===== src/rtl/mult_sched_pkg.sv =====
// Shared types and widths for the shared-multiplier scheduler.
package mult_sched_pkg;
    localparam int OPW  = 4;
    localparam int PW   = 8;
    localparam int CNTW = 16;

    typedef enum logic [1:0] {
        IDLE = 2'd0,
        MULT = 2'd1,
        RESP = 2'd2
    } state_e;
endpackage


===== src/rtl/mult_sched_if.sv =====
// Request/result bundle between the requesters, the scheduler and the result consumer.
interface mult_sched_if #(
    parameter int NREQ = 4,
    parameter int IDW  = 2
);
    logic [NREQ-1:0]                        req_valid;
    logic [NREQ-1:0]                        req_ready;
    logic [mult_sched_pkg::OPW*NREQ-1:0]    req_x;
    logic [mult_sched_pkg::OPW*NREQ-1:0]    req_y;
    logic                                   res_valid;
    logic                                   res_ready;
    logic [mult_sched_pkg::PW-1:0]          res_data;
    logic [IDW-1:0]                         res_id;
    logic                                   busy;
    logic [mult_sched_pkg::CNTW-1:0]        op_cnt;

    modport master (
        output req_valid, req_x, req_y, res_ready,
        input  req_ready, res_valid, res_data, res_id, busy, op_cnt
    );

    modport slave (
        input  req_valid, req_x, req_y, res_ready,
        output req_ready, res_valid, res_data, res_id, busy, op_cnt
    );
endinterface


===== src/rtl/mult_sched_core.sv =====
// Unsigned 4x4 combinational multiplier: shifted partial products summed into a full 8-bit product.
module main
    import mult_sched_pkg::*;
(
    input  logic [OPW-1:0] x,
    input  logic [OPW-1:0] y,
    output logic [PW-1:0]  o
);
    logic [PW-1:0] pp [OPW];

    generate
        for (genvar gi = 0; gi < OPW; gi++) begin : g_pp
            assign pp[gi] = y[gi] ? (PW'(x) << gi) : '0;
        end
    endgenerate

    always_comb begin
        o = '0;
        for (int i = 0; i < OPW; i++) begin
            o = o + pp[i];
        end
    end
endmodule


===== src/rtl/mult_sched_rr_arbiter.sv =====
// Round-robin grant: first requester after ptr, wrapping modulo N. The pointer is held by the caller.
module rr_arbiter #(
    parameter int N  = 4,
    parameter int IW = 2
) (
    input  logic [N-1:0]  req,
    input  logic [IW-1:0] ptr,
    input  logic          en,
    output logic [N-1:0]  grant,
    output logic [IW-1:0] grant_idx
);
    logic [IW:0] idx;
    logic        found;

    always_comb begin
        grant     = '0;
        grant_idx = '0;
        found     = 1'b0;
        idx       = '0;
        for (int k = 1; k <= N; k++) begin
            // Wrap at N rather than 2^IW so non-power-of-two N never visits ghost indices.
            idx = {1'b0, ptr} + (IW+1)'(k);
            if (idx >= (IW+1)'(N)) begin
                idx = idx - (IW+1)'(N);
            end
            if (en && !found && req[idx[IW-1:0]]) begin
                found                 = 1'b1;
                grant[idx[IW-1:0]]    = 1'b1;
                grant_idx             = idx[IW-1:0];
            end
        end
    end
endmodule


===== src/rtl/mult_sched.sv =====
// Time-shares one 4x4 multiplier among NREQ requesters with round-robin arbitration
// and a single tagged valid/ready result port.
module mult_sched
    import mult_sched_pkg::*;
#(
    parameter int NREQ = 4,
    parameter int IDW  = 2
) (
    input  logic        clk,
    input  logic        rst_n,
    mult_sched_if.slave bus
);
    state_e           state_q, state_d;
    logic [OPW-1:0]   x_q, y_q;
    logic [IDW-1:0]   id_q, ptr_q;
    logic [PW-1:0]    res_data_q;
    logic [IDW-1:0]   res_id_q;
    logic             res_valid_q;
    logic [CNTW-1:0]  op_cnt_q;

    logic [NREQ-1:0]  grant;
    logic [IDW-1:0]   grant_idx;
    logic             can_accept;
    logic             take;
    logic [PW-1:0]    core_o;

    // A new operand is only taken when the result slot is free or being freed this cycle.
    assign can_accept = (state_q == IDLE) || ((state_q == RESP) && bus.res_ready);
    assign take       = |grant;

    rr_arbiter #(.N(NREQ), .IW(IDW)) u_arb (
        .req       (bus.req_valid),
        .ptr       (ptr_q),
        .en        (can_accept),
        .grant     (grant),
        .grant_idx (grant_idx)
    );

    main u_core (
        .x (x_q),
        .y (y_q),
        .o (core_o)
    );

    always_ff @(posedge clk or negedge rst_n) begin
        if (!rst_n) begin
            state_q <= IDLE;
        end else begin
            state_q <= state_d;
        end
    end

    always_comb begin
        state_d = state_q;
        case (state_q)
            IDLE:    state_d = take ? MULT : IDLE;
            MULT:    state_d = RESP;
            RESP:    if (bus.res_ready) state_d = take ? MULT : IDLE;
            default: state_d = IDLE;
        endcase
    end

    always_comb begin
        bus.req_ready = grant;
        bus.busy      = (state_q != IDLE);
    end

    always_ff @(posedge clk or negedge rst_n) begin
        if (!rst_n) begin
            x_q         <= '0;
            y_q         <= '0;
            id_q        <= '0;
            ptr_q       <= IDW'(NREQ - 1);
            res_data_q  <= '0;
            res_id_q    <= '0;
            res_valid_q <= 1'b0;
            op_cnt_q    <= '0;
        end else begin
            if (take) begin
                x_q   <= bus.req_x[grant_idx*OPW +: OPW];
                y_q   <= bus.req_y[grant_idx*OPW +: OPW];
                id_q  <= grant_idx;
                ptr_q <= grant_idx;
            end
            if (state_q == MULT) begin
                res_data_q  <= core_o;
                res_id_q    <= id_q;
                res_valid_q <= 1'b1;
            end else if ((state_q == RESP) && bus.res_ready) begin
                // Drop valid on every handshake so a back-to-back MULT cycle never re-presents the old product.
                res_valid_q <= 1'b0;
                op_cnt_q    <= op_cnt_q + 1'b1;
            end
        end
    end

    assign bus.res_valid = res_valid_q;
    assign bus.res_data  = res_data_q;
    assign bus.res_id    = res_id_q;
    assign bus.op_cnt    = op_cnt_q;
endmodule


===== src/flat_wrapper.sv =====
// flat-port wrapper written by rule: the top's interface ports become plain ports
module mult_sched_flat import mult_sched_pkg::*;
#(
    parameter int NREQ = 4,
    parameter int IDW  = 2
)
  (clk, rst_n, bus_req_valid, bus_req_x, bus_req_y, bus_res_ready, bus_req_ready, bus_res_valid, bus_res_data, bus_res_id, bus_busy, bus_op_cnt);
  mult_sched_if #(.NREQ(NREQ), .IDW(IDW)) bus_i ();
  input  logic clk;
  input  logic rst_n;
  input wire logic [$bits(bus_i.req_valid)-1:0] bus_req_valid;
  input wire logic [$bits(bus_i.req_x)-1:0] bus_req_x;
  input wire logic [$bits(bus_i.req_y)-1:0] bus_req_y;
  input wire logic [$bits(bus_i.res_ready)-1:0] bus_res_ready;
  output wire logic [$bits(bus_i.req_ready)-1:0] bus_req_ready;
  output wire logic [$bits(bus_i.res_valid)-1:0] bus_res_valid;
  output wire logic [$bits(bus_i.res_data)-1:0] bus_res_data;
  output wire logic [$bits(bus_i.res_id)-1:0] bus_res_id;
  output wire logic [$bits(bus_i.busy)-1:0] bus_busy;
  output wire logic [$bits(bus_i.op_cnt)-1:0] bus_op_cnt;
  assign bus_i.req_valid = bus_req_valid;
  assign bus_i.req_x = bus_req_x;
  assign bus_i.req_y = bus_req_y;
  assign bus_i.res_ready = bus_res_ready;
  assign bus_req_ready = bus_i.req_ready;
  assign bus_res_valid = bus_i.res_valid;
  assign bus_res_data = bus_i.res_data;
  assign bus_res_id = bus_i.res_id;
  assign bus_busy = bus_i.busy;
  assign bus_op_cnt = bus_i.op_cnt;
  mult_sched #(.NREQ(NREQ), .IDW(IDW)) u_core (.clk(clk), .rst_n(rst_n), .bus(bus_i));
endmodule

===== config.mk =====
export PLATFORM = sky130hd
export DESIGN_NAME = mult_sched_flat
export DESIGN_NICKNAME = d
export VERILOG_FILES = /design/src/rtl/mult_sched_pkg.sv /design/src/rtl/mult_sched_if.sv /design/src/rtl/mult_sched_core.sv /design/src/rtl/mult_sched_rr_arbiter.sv /design/src/rtl/mult_sched.sv /design/src/flat_wrapper.sv
export SDC_FILE = /design/constraint.sdc
export NUM_CORES = 1
export LEC_CHECK = 0
export ABC_AREA = 1
export CAP_MARGIN = 10
export CELL_PAD_IN_SITES_DETAIL_PLACEMENT = 2
export CELL_PAD_IN_SITES_GLOBAL_PLACEMENT = 2
export CORE_MARGIN = 4
export CORE_UTILIZATION = 39
export CTS_CLUSTER_SIZE = 20
export DETAILED_ROUTE_END_ITERATION = 7
export DONT_BUFFER_PORTS = 1
export HOLD_SLACK_MARGIN = 0.03
export PLACE_DENSITY_LB_ADDON = 0.08
export SETUP_SLACK_MARGIN = 0.4
export SYNTH_ARGS = -nofsm -noshare
export SYNTH_HDL_FRONTEND = slang
export SYNTH_SLANG_ARGS = --single-unit

===== constraint.sdc =====
create_clock -name clk -period 4.97 [get_ports clk]
set_input_delay 0.7455 -clock clk [delete_from_list [all_inputs] [get_ports clk]]
set_output_delay 0.7455 -clock clk [all_outputs]
set_load 0.03 [all_outputs]

==> metrics.txt <==
# TYPE chip_impl_metric gauge
chip_impl_metric{name="report.power.total",unit="mW"} 2.241
chip_impl_metric{name="avgSynthCellArea",unit="µm²"} 7.942
chip_impl_metric{name="first_global_vias",unit=""} 2841
chip_impl_metric{name="timing.final.hold_violations",unit=""} 0
chip_impl_metric{name="critical_path_at",unit="ns"} 2.64
chip_impl_info{name="setup.worst_path.class",value="flip-flop to primary output"} 1
chip_impl_metric{name="vias_per_cell",unit=""} 5.071
chip_impl_metric{name="post-route-period-util",unit=""} 0.6816
chip_impl_metric{name="boundaryPins",unit=""} 71
chip_impl_metric{name="synth.ff_latch_count",unit=""} 41
chip_impl_metric{name="place_congestion",unit=""} 0.8107
chip_impl_metric{name="gr-total-overflow",unit=""} 0
chip_impl_metric{name="timing_max_transition_violations_final",unit=""} 0
chip_impl_metric{name="power_density",unit="nW/µm²"} 685.3
chip_impl_info{name="crit_slowest_cell",value="sky130_fd_sc_hd__dfstp_2"} 1
chip_impl_metric{name="die_y",unit="µm"} 97.58
chip_impl_info{name="cts_root_buffer",value="sky130_fd_sc_hd__clkbuf_8"} 1
chip_impl_metric{name="placement.io_buffers",unit=""} 0
chip_impl_metric{name="drt_pre_antenna_iters",unit=""} 4
chip_impl_metric{name="synth_area",unit="µm²"} 3129
chip_impl_metric{name="synth_warnings",unit=""} 0
chip_impl_metric{name="pre_cts_slack",unit="ns"} 1.630
chip_impl_info{name="final_common_cell",value="sky130_fd_sc_hd__nand2_1"} 1
chip_impl_metric{name="dpl_cell_area",unit="µm²"} 3183
chip_impl_metric{name="mappedNetlistNets",unit=""} 455
chip_impl_metric{name="final_core_utilization",unit=""} 0.4209
chip_impl_metric{name="die_w",unit="µm"} 97.58
chip_impl_info{name="hold_class",value="input pin to asynchronous set/reset pin"} 1
chip_impl_metric{name="layout-area-overhead-vs-synth",unit="%"} 4.478
chip_impl_metric{name="cts_buffers",unit=""} 5
chip_impl_info{name="rsz0062_at_grt",value="false"} 1
chip_impl_metric{name="ir_drop",unit="V"} 0.0003048
chip_impl_metric{name="start_util",unit=""} 0.4029
chip_impl_metric{name="synth-seq-area-share",unit=""} 0.3287
chip_impl_metric{name="layout.cell_area.non_filler",unit="µm²"} 3269
chip_impl_info{name="timing.critical_path.to_type",value="primary output"} 1
chip_impl_metric{name="finish.net_count",unit=""} 454
chip_impl_metric{name="drive_gt1_frac",unit=""} 0.1777
chip_impl_metric{name="timing.slew.headroom",unit=""} 0.5934
chip_impl_metric{name="synth.lib_cells_used.distinct",unit=""} 38
chip_impl_metric{name="drt_iter0_markers",unit=""} 37
chip_impl_metric{name="grt_pass1_wl",unit="µm"} 13680
chip_impl_metric{name="maxClockFrequency",unit="MHz"} 295.2
chip_impl_metric{name="coreArea",unit="µm²"} 7767
chip_impl_metric{name="drt-total-wl",unit="µm"} 7835
chip_impl_metric{name="number_of_placement_rows",unit=""} 32
chip_impl_info{name="worstPathCellList",value="inv_6 -> ha_1 -> inv_1 -> nand3_2 -> nand2_4 -> nand3_4 -> nor2_8 -> nand2_1 -> nand3_1"} 1
chip_impl_metric{name="cts-htree-levels",unit=""} 2
chip_impl_metric{name="cts_setup_buffers",unit=""} 0
chip_impl_metric{name="critical_path.max_stage_delay",unit="ns"} 0.76
chip_impl_metric{name="syn-instance-count",unit=""} 394
chip_impl_metric{name="p_leak",unit="nW"} 1.843
chip_impl_metric{name="grt_antenna_before_repair",unit=""} 0
chip_impl_metric{name="setup_slack",unit="ns"} 1.582
chip_impl_info{name="tritoncts",value="built"} 1
chip_impl_metric{name="drt-wirelength-per-cell",unit="µm"} 15.80
chip_impl_metric{name="final.fill_count",unit=""} 915
chip_impl_metric{name="total_die_area",unit="µm²"} 9521
chip_impl_metric{name="route.antenna.remaining_nets",unit=""} 0
chip_impl_metric{name="worst_setup_hold_path_clk_slew",unit="ns"} 0.09
chip_impl_metric{name="clock_latency",unit="ns"} 0.29
chip_impl_info{name="most-common-layout-cells",value="sky130_fd_sc_hd__nand2_1, sky130_fd_sc_hd__nand3_1, sky130_fd_sc_hd__inv_1"} 1
chip_impl_metric{name="grt_start_max_net_pins",unit=""} 42
chip_impl_metric{name="tns",unit="ns"} 0
chip_impl_info{name="timing.critical_path.from_type",value="flip-flop"} 1
chip_impl_metric{name="post-route-min-period",unit="ns"} 3.388
chip_impl_metric{name="grt_use_total",unit=""} 0.1718
chip_impl_metric{name="cp.required",unit="ns"} 4.22
chip_impl_info{name="run_status",value="finished, final reports clean"} 1
chip_impl_metric{name="hpwl_detailed",unit="µm"} 6372
chip_impl_metric{name="cts_max_path_buffers",unit=""} 2
chip_impl_metric{name="clock-sinks",unit=""} 41
chip_impl_metric{name="timing.critical_path.fanout_max",unit=""} 12
chip_impl_metric{name="antenna-diode-count",unit=""} 0
chip_impl_metric{name="tightestPinTransition",unit="ns"} 0.6077
chip_impl_metric{name="max-cap-violations",unit=""} 0
chip_impl_metric{name="detail_route.drc_violations",unit=""} 0
chip_impl_metric{name="vias",unit=""} 2515
chip_impl_metric{name="clock_skew",unit="ns"} 0.005594
chip_impl_metric{name="cts_hold_buf",unit=""} 0
chip_impl_metric{name="setup_viol_count_final",unit=""} 0
chip_impl_metric{name="cts_resized",unit=""} 0
[final cells by class]
cell class / instances / area (µm²) / area share
tap: 102 / 127.6 / 0.03904
multi-input combinational: 281 / 1782 / 0.5450
sequential: 41 / 1028 / 0.3146
clock buffer: 5 / 68.82 / 0.02105
clock inverter: 3 / 17.52 / 0.005358
inverter: 64 / 245.2 / 0.07501
[metrics by stage]
step,cells,hold WS [ns]
6_report,496,0.1371
5_1_grt,496,0.1086
4_1_cts,496,0.1266
3_5_place_dp,488,0.4509
3_3_place_gp,488,0.4509
2_1_floorplan,394,0.4499
[routing by layer]
layer  GRT usage  routed length [µm]  vias up
met5           0                   0        -
met4     0.03514                  59        0
met3     0.03589                 364        4
met2      0.3036                3940       68
met1      0.2157                3471     1212
li1            -                   -     1231
[where the power goes]
group	total [mW]	switching [mW]	internal, mW
Sequential	0.704	0.248	0.456
Clock	0.218	0.121	0.0971
Combinational	1.32	0.897	0.421
[registers in the layout (all words and copies together), names as in the netlist]
signal and flops:
u_core.y_q 4, u_core.state_q 2, u_core.bus.res_data 8, u_core.bus.res_valid 1, u_core.x_q 4, u_core.bus.op_cnt 16, u_core.ptr_q 2, u_core.bus.res_id 2
u_core.id_q 2
[cell usage after synthesis (all sizes together)]
cell type | n | area share
dfstp | 2 | 0.017
buf | 7 | 0.022
xor2 | 9 | 0.025
o21bai | 1 | 0.0024
mux2 | 1 | 0.0036
xnor2 | 7 | 0.020
clkbuf | 1 | 0.0012
fa | 5 | 0.032
o31ai | 1 | 0.0024
nand4 | 6 | 0.016
nand2 | 128 | 0.19
nand3 | 70 | 0.14
inv | 64 | 0.078
ha | 17 | 0.068
nor3 | 3 | 0.0096
a22oi | 2 | 0.0080
a21oi | 7 | 0.016
dfrtp | 39 | 0.31
nor2 | 18 | 0.033
nand3b | 1 | 0.0024
o21ai | 4 | 0.0064
or2 | 1 | 0.0028
[worst max-delay path, delay by kind of cell, from the launching register on]
| kind | cells | cell delay [ns] |
|---|---|---|
| simple gates | 6 | 0.93 |
| buf+inv | 2 | 0.27 |
| flops | 1 | 0.76 |
| fa+ha+maj | 1 | 0.38 |
[logic make-up (layout without fill, tap and decap cells)]
logic type | after synthesis | count (layout) | share of synthesized area
AND/OR/NAND/NOR | 227 | 227 | 0.3858
buffers and inverters | 72 | 72 | 0.1020
flip-flops | 41 | 41 | 0.3287
adder cells (fa/ha/maj) | 22 | 22 | 0.09996
XOR/XNOR | 16 | 16 | 0.04478
AO/OA/AOI/OAI | 15 | 15 | 0.03519
multiplexers | 1 | 1 | 0.003598
[final timing paths]
check / end / cells past startpoint / slack (ns) / start
max: bus_req_ready[2] / 9 / 1.58 / u_core.ptr_q[0]
min: u_core.bus.op_cnt[7] / 0 / 0.14 / rst_n
max reg2reg: u_core.y_q[0] / 12 / 1.62 / u_core.ptr_q[0]
min reg2reg: u_core.bus.res_id[1] / 2 / 0.51 / u_core.id_q[1]
max in group asynchronous: u_core.ptr_q[0] / 0 / 4.65 / rst_n
min in group clk: u_core.bus.res_id[1] / 2 / 0.51 / u_core.id_q[1]
Note: power is estimated with default switching activity, not from simulation.
